<file path="src/rtl/mips_regfile_mp.sv">
// Multi-port MIPS register file: NREAD combinational read ports, two write lanes,
// write-to-read bypass and a per-register busy scoreboard.
module mips_regfile_mp #(
  parameter int DATA_W   = 32,
  parameter int ADDR_W   = 5,
  parameter int NREAD    = 2,
  parameter int ZERO_REG = 1
) (
  input  logic                    Clk,
  input  logic                    Rst_n,
  input  logic [NREAD*ADDR_W-1:0] RAdr,
  output logic [NREAD*DATA_W-1:0] RData,
  output logic [NREAD-1:0]        RBusy,
  input  logic                    WE0,
  input  logic [ADDR_W-1:0]       WAdr0,
  input  logic [DATA_W-1:0]       WD0,
  input  logic                    WE1,
  input  logic [ADDR_W-1:0]       WAdr1,
  input  logic [DATA_W-1:0]       WD1,
  input  logic                    BSet,
  input  logic [ADDR_W-1:0]       BAdr
);

  localparam int DEPTH = 1 << ADDR_W;

  logic [DATA_W-1:0] regs [DEPTH];
  logic [DEPTH-1:0]  busy;
  logic [DEPTH-1:0]  busy_nxt;
  logic              wen0;
  logic              wen1;
  logic              bset_en;

  // Writes (and busy sets) to r0 are dropped when r0 is hardwired.
  assign wen0    = WE0  && !((ZERO_REG != 0) && (WAdr0 == '0));
  assign wen1    = WE1  && !((ZERO_REG != 0) && (WAdr1 == '0));
  assign bset_en = BSet && !((ZERO_REG != 0) && (BAdr  == '0));

  // Set is applied after the clears so a new producer wins over a retiring one.
  always_comb begin
    busy_nxt = busy;
    if (wen0)    busy_nxt[WAdr0] = 1'b0;
    if (wen1)    busy_nxt[WAdr1] = 1'b0;
    if (bset_en) busy_nxt[BAdr]  = 1'b1;
  end

  // Lane 1 is written last so it wins an address collision.
  always_ff @(posedge Clk or negedge Rst_n) begin
    if (!Rst_n) begin
      regs <= '{default: '0};
      busy <= '0;
    end else begin
      if (wen0) regs[WAdr0] <= WD0;
      if (wen1) regs[WAdr1] <= WD1;
      busy <= busy_nxt;
    end
  end

  for (genvar k = 0; k < NREAD; k++) begin : g_rd
    logic [ADDR_W-1:0] ra;
    logic [DATA_W-1:0] rd;
    logic              rb;

    assign ra = RAdr[k*ADDR_W +: ADDR_W];

    always_comb begin
      rd = regs[ra];
      rb = busy[ra];
      if (wen1 && (WAdr1 == ra)) begin
        rd = WD1;
        rb = 1'b0;
      end else if (wen0 && (WAdr0 == ra)) begin
        rd = WD0;
        rb = 1'b0;
      end
      if ((ZERO_REG != 0) && (ra == '0)) begin
        rd = '0;
        rb = 1'b0;
      end
      if (!Rst_n) begin
        rd = '0;
        rb = 1'b0;
      end
    end

    assign RData[k*DATA_W +: DATA_W] = rd;
    assign RBusy[k]                  = rb;
  end

endmodule

</file>
<file path="config.mk">
export PLATFORM = sky130hd
export DESIGN_NAME = mips_regfile_mp
export DESIGN_NICKNAME = d
export VERILOG_FILES = /design/src/rtl/mips_regfile_mp.sv
export SDC_FILE = /design/constraint.sdc
export NUM_CORES = 2
export LEC_CHECK = 0
export ABC_CLOCK_PERIOD_IN_PS = 2580
export CELL_PAD_IN_SITES_DETAIL_PLACEMENT = 0
export CELL_PAD_IN_SITES_GLOBAL_PLACEMENT = 1
export CORE_ASPECT_RATIO = 0.7
export CORE_UTILIZATION = 45
export CTS_CLUSTER_SIZE = 10
export DETAILED_ROUTE_END_ITERATION = 16
export GPL_TIMING_DRIVEN = 0
export PLACE_DENSITY = 0.83
export RECOVER_POWER = 50
export SYNTH_ARGS = -nofsm -noshare
export SYNTH_HDL_FRONTEND = slang
export SYNTH_SLANG_ARGS = --single-unit
</file>
<file path="constraint.sdc">
create_clock -name Clk -period 2.58 [get_ports Clk]
set_clock_uncertainty 0.05 [all_clocks]
set_input_delay 0.516 -clock Clk [delete_from_list [all_inputs] [get_ports Clk]]
set_output_delay 0.516 -clock Clk [all_outputs]
set_load 0.01 [all_outputs]
</file>
# Word-level counts from Yosys, hierarchy flattened
# Index checks and enable logic that the tools add are counted.
# classes
order_cmp	14
eq_ne	4
n_mux	43
bitwise	9
n_reduce_logical	20
# ops
operator	count
$bwmux W1024	2
$mux W1024	2
$mux W32	17
$bmux W32 S5	2
$demux W32 S5	2
$and A32 B32 Y32	2
$not A32 Y32	2
$or A32 B32 Y32	1
$lt A5 B6 Y1 const B	5
$logic_not A5 Y1	5
$ge A6 B6 Y1 const B	4
$not A5 Y6	4
$eq A5 B5 Y1	4
$demux W1 S5	3
$ge A5 B1 Y1 const B	3
$mux W1	13
$logic_and A1 B1 Y1	12
$lt A6 B1 Y1 const B	2
$bmux W1 S5	2
$logic_not A1 Y1	3
# totals
register_bits	1056
inputBits	94
elab_cells	123

# Depth between registers and ports, before layout
# logic_depth
word_depth	11
depth_mapped	10

# Worst setup path before layout
# OpenSTA, ideal clock, no wires.
# synth_path
path_type	input -> output
start	input port RAdr[2]
end	output port RData[2]
arrival_time_ps	2090
required_time_ps	2014
setup_slack_ps	-76
path_stages	8
cell_sequence	buf_2 -> buf_6 -> buf_2 -> mux4_2 -> a22oi_1 -> nand4_1 -> o211ai_1 -> nand2_1
# synth_via
elab_chain_len	8
elab_cells_between_ends	13
# synth_rtl
item	line_no	rtl
from (decl)	11	input logic [NREAD*ADDR_W-1:0] RAdr,
$not A5 Y6 (implied by the code)	66	rd = regs[ra];
$bmux W32 S5	66	
$mux W32 (implied by the code) (2 in series)	66	
$mux W32	71	end else if (wen0 && (WAdr0 == ra)) begin
$mux W32	68	if (wen1 && (WAdr1 == ra)) begin
$mux W32 *	75	if ((ZERO_REG != 0) && (ra == '0)) begin
$mux W32 *	79	if (!Rst_n) begin
to (decl)	12	output logic [NREAD*DATA_W-1:0] RData,
# Mark *: on every way between the ends. The rest lies on a longest branch, timed or not. The select of a mux whose other input is x is not followed.

# Worst setup path in the final report
# layout_path
start	input port WD0[24]
end	output port RData[24]
# layout_via
elab_chain_len	4
# layout_rtl
item	line_no	rtl
from (decl)	16	input logic [DATA_W-1:0] WD0,
$mux W32	71	
$mux W32	68	
$mux W32	75	
$mux W32	79	
# No other way between the ends.

==> reports/metrics.yaml <==
status:
  status: "complete, but fails checks"
  violations: "max-capacitance violations, max-slew violations, negative setup slack"
yosys:
  synth_top_area_share_pct: 39.1
  synthArstFlopShare_pct: 100
  synth.net_count: 7038
  syn_area_sq_um: 67600
  ys_seq_area_share_pct: 39.1
  synth-edff-count: 0
  synthFlopType: "dfrtp_1"
  ys_ff_latch: 1056
  yosys_warnings: 0
  yosysUniqueCellTypes: 65
  synth_area_per_cell_sq_um: 9.73
  synth_cells: 6944
  yosys.area.top_type: "dfrtp_1"
  yosys-top-cells-area: "dfrtp_1 (39%), mux2i_1 (24%), mux4_2 (6.0%)"
timing:
  fin_crit_sh_pct: 145
  finalSetupViolCount: 1657
  tns_ns: -438.16
  fmax_ghz: 0.267
  fin_crit_ns: 3.74
  grt_setup_unrepaired: "yes"
  finalHoldViolations: 0
  max_slew_margin_pct: -19.3
  worst_slack_ns: -1.16
  worstMarginPinSlew_ns: 1.79
  maxSlewViolCount: 239
critical_path:
  rr_startpoint: "busy[17]"
  crit_type: "input port to output port"
  crit_path_start: "WD0[24]"
  arrival_ns: 3.18
  worstPathMaxFanout: 10
  crit_path_end_kind: "output port"
  critPathLaunchType: "input port"
  cp.required_ns: 2.01
pwr:
  p_per_area_nw_per_um2: 756
  ir_worst_vdd_mv: 0.702
  leakagePower_uw: 0.0358
place:
  gp_congestion: 1.16
  port_buffers: 113
  placed_area_sq_um: 71500
  dp_hpwl_um: 348000
finish:
  final_area_sq_um: 84300
  nets: 7516
  fin_util_pct: 56.8
  fill_cells: 12800
  drive_gt1_share_pct: 24.3
  syn_to_final_growth_pct: 24.8
clock_tree:
  cts_sinks: 1056
  root_buffer: "clkbuf_16"
  insertion_delay_ns: 0.79
  h-tree-depth: 3
  clockBufferDepth: 3
  cts_tree: "done"
  clkTransAtPathRegs_ns: 0.06
  cts-buffers-inserted: 120
routing:
  drtIter0Drc: 12800
  drc: 0
  vias_per_cell: 7.26
  drtAntennaViolNets: 0
  wl_per_cell_um: 47.1
  dr.pass1.iters: 7
  vias: 68700
  wl_um: 445000
floorplan:
  ios: 160
  die-area_sq_um: 152000
  start_util_pct: 45.5
  die_w_um: 465
  core_sq_um: 148000
  rows: 118
  dieHeight_um: 326
grt:
  grt_overflow_total: 0
  grt_pass1_vias: 61900
  grt_pass1_wl_um: 571000
  grtUsageTotal_pct: 56.8
  grt_start_max_net_pins: 172
  antenna_found_initial: 29
worst_hold_path:
  hp-class: "input port to flop"
  min_from: "WD1[2]"
flow_run:
  drv_cap: 10
synthesized netlist by cell type, types with 34 or more instances:
master / number
mux2i_1: 1630
buf_6: 59
nor2_1: 671
a22oi_1: 34
a221oi_1: 90
nor4_1: 63
dfrtp_1: 1056
buf_2: 255
mux4_2: 181
buf_1: 48
o22ai_1: 253
a21oi_1: 718
nand4_1: 44
nand2_1: 601
buf_4: 47
clkbuf_1: 441
o21ai_0: 456
placed cells by master (no fill, tap or decap), types with 37 or more instances in the layout:
cell type	Yosys	layout
mux2i_4	0	74
buf_16	0	39
o21ai_0	456	367
buf_2	255	152
a21oi_1	718	712
nor2_1	671	664
dfrtp_2	0	38
mux2i_2	0	84
buf_12	0	68
buf_4	47	207
o22ai_1	253	175
dfrtp_1	1056	1017
nand4_1	44	44
mux4_2	181	181
a221oi_4	0	42
clkbuf_1	441	352
mux2i_1	1630	1472
clkbuf_16	0	141
o22ai_2	0	51
buf_6	59	157
nand2_1	601	565
clkbuf_2	3	66
a221oi_2	0	42
o21ai_4	0	63
buf_8	0	37
buf_1	48	38
sequential cells by signal, summed over array words and instances (netlist names):
name	cells
regs	1024
busy	32
metal layers:
layer,vias up,part of all wire (%),wire length (um),GRT usage [%]
met4,48,5.2,23100,22.3
met2,6837,35,157000,68.2
met3,1285,21,94800,45.0
met5,-,0.51,2280,5.44
met1,34500,38,169000,72.6
li1,26100,-,-,-
worst max-delay path: stages:
cell	delay, ns
clkdlybuf4s50_1	0.88
clkbuf_1	1.18
o21ai_1	0.23
o21ai_2	0.20
buf_2	0.15
power breakdown:
part	internal (uW)	switching, uW	total (uW)
combinational	8430	11600	20000
sequential	20900	6270	27100
clock	8880	7710	16600
logic make-up (layout without fill, tap and decap cells):
group	after synthesis	after routing	share of synthesized area, %
xor gates and xnor gates	20	20	0.259
and+or+nand+nor	1524	1524	9.96
other	0	22	0
AOI/OAI and AO/OA	1647	1647	13.9
muxes	1837	1837	30.6
DFF	1056	1056	39.1
buffers and inverters	860	1375	6.17
repair_timing:
action | CTS | global route
cloned | 14 | 8
endpoints found under the hold margin | 154 | 0
buffers inserted | 170 | 51
endpoints found under the setup margin | 910 | 797
pin swaps | 241 | 121
resized for setup | 1840 | 171
hold buffers | 9 | 0
layout make-up:
class	instances	area, sq um	share of cell area, %
Antenna cell	22	55.1	0.0653
Buffer	841	6430	7.63
Clock buffer	149	3230	3.83
Clock inverter	10	229	0.272
Inverter	7	33.8	0.0401
Multi-Input combinational cell	5028	41500	49.3
Sequential cell	1056	26500	31.4
Tap cell	1980	2480	2.94
Timing Repair Buffer	368	3840	4.56
stage by stage:
| stage | setup slack (ns) | hold WS [ns] | power [uW] | std cells |
|---|---|---|---|---|
| floorplan | -0.0130 | 0.170 | 33400 | 6944 |
| global placement | -50.19 | 0.403 | 40700 | 9037 |
| CTS | -0.871 | 0.0467 | 60900 | 9392 |
| finish | -1.16 | 0.0786 | 63800 | 9461 |
| global route | -1.05 | 0.110 | 64400 | 9449 |
| detailed placement | -2.97 | 0.421 | 41400 | 9047 |
final timing paths:
check | end | slack (ns) | depth (start not counted)
min | regs[66] | 0.08 | 3
min in group asynchronous | regs[925] | 0.84 | 3
min reg2reg | regs[992] | 0.44 | 1
max | RData[24] | -1.16 | 5
max reg2reg | busy[17] | 1.24 | 2
max in group asynchronous | regs[434] | -0.71 | 4
(Power assumes the default switching activity.)
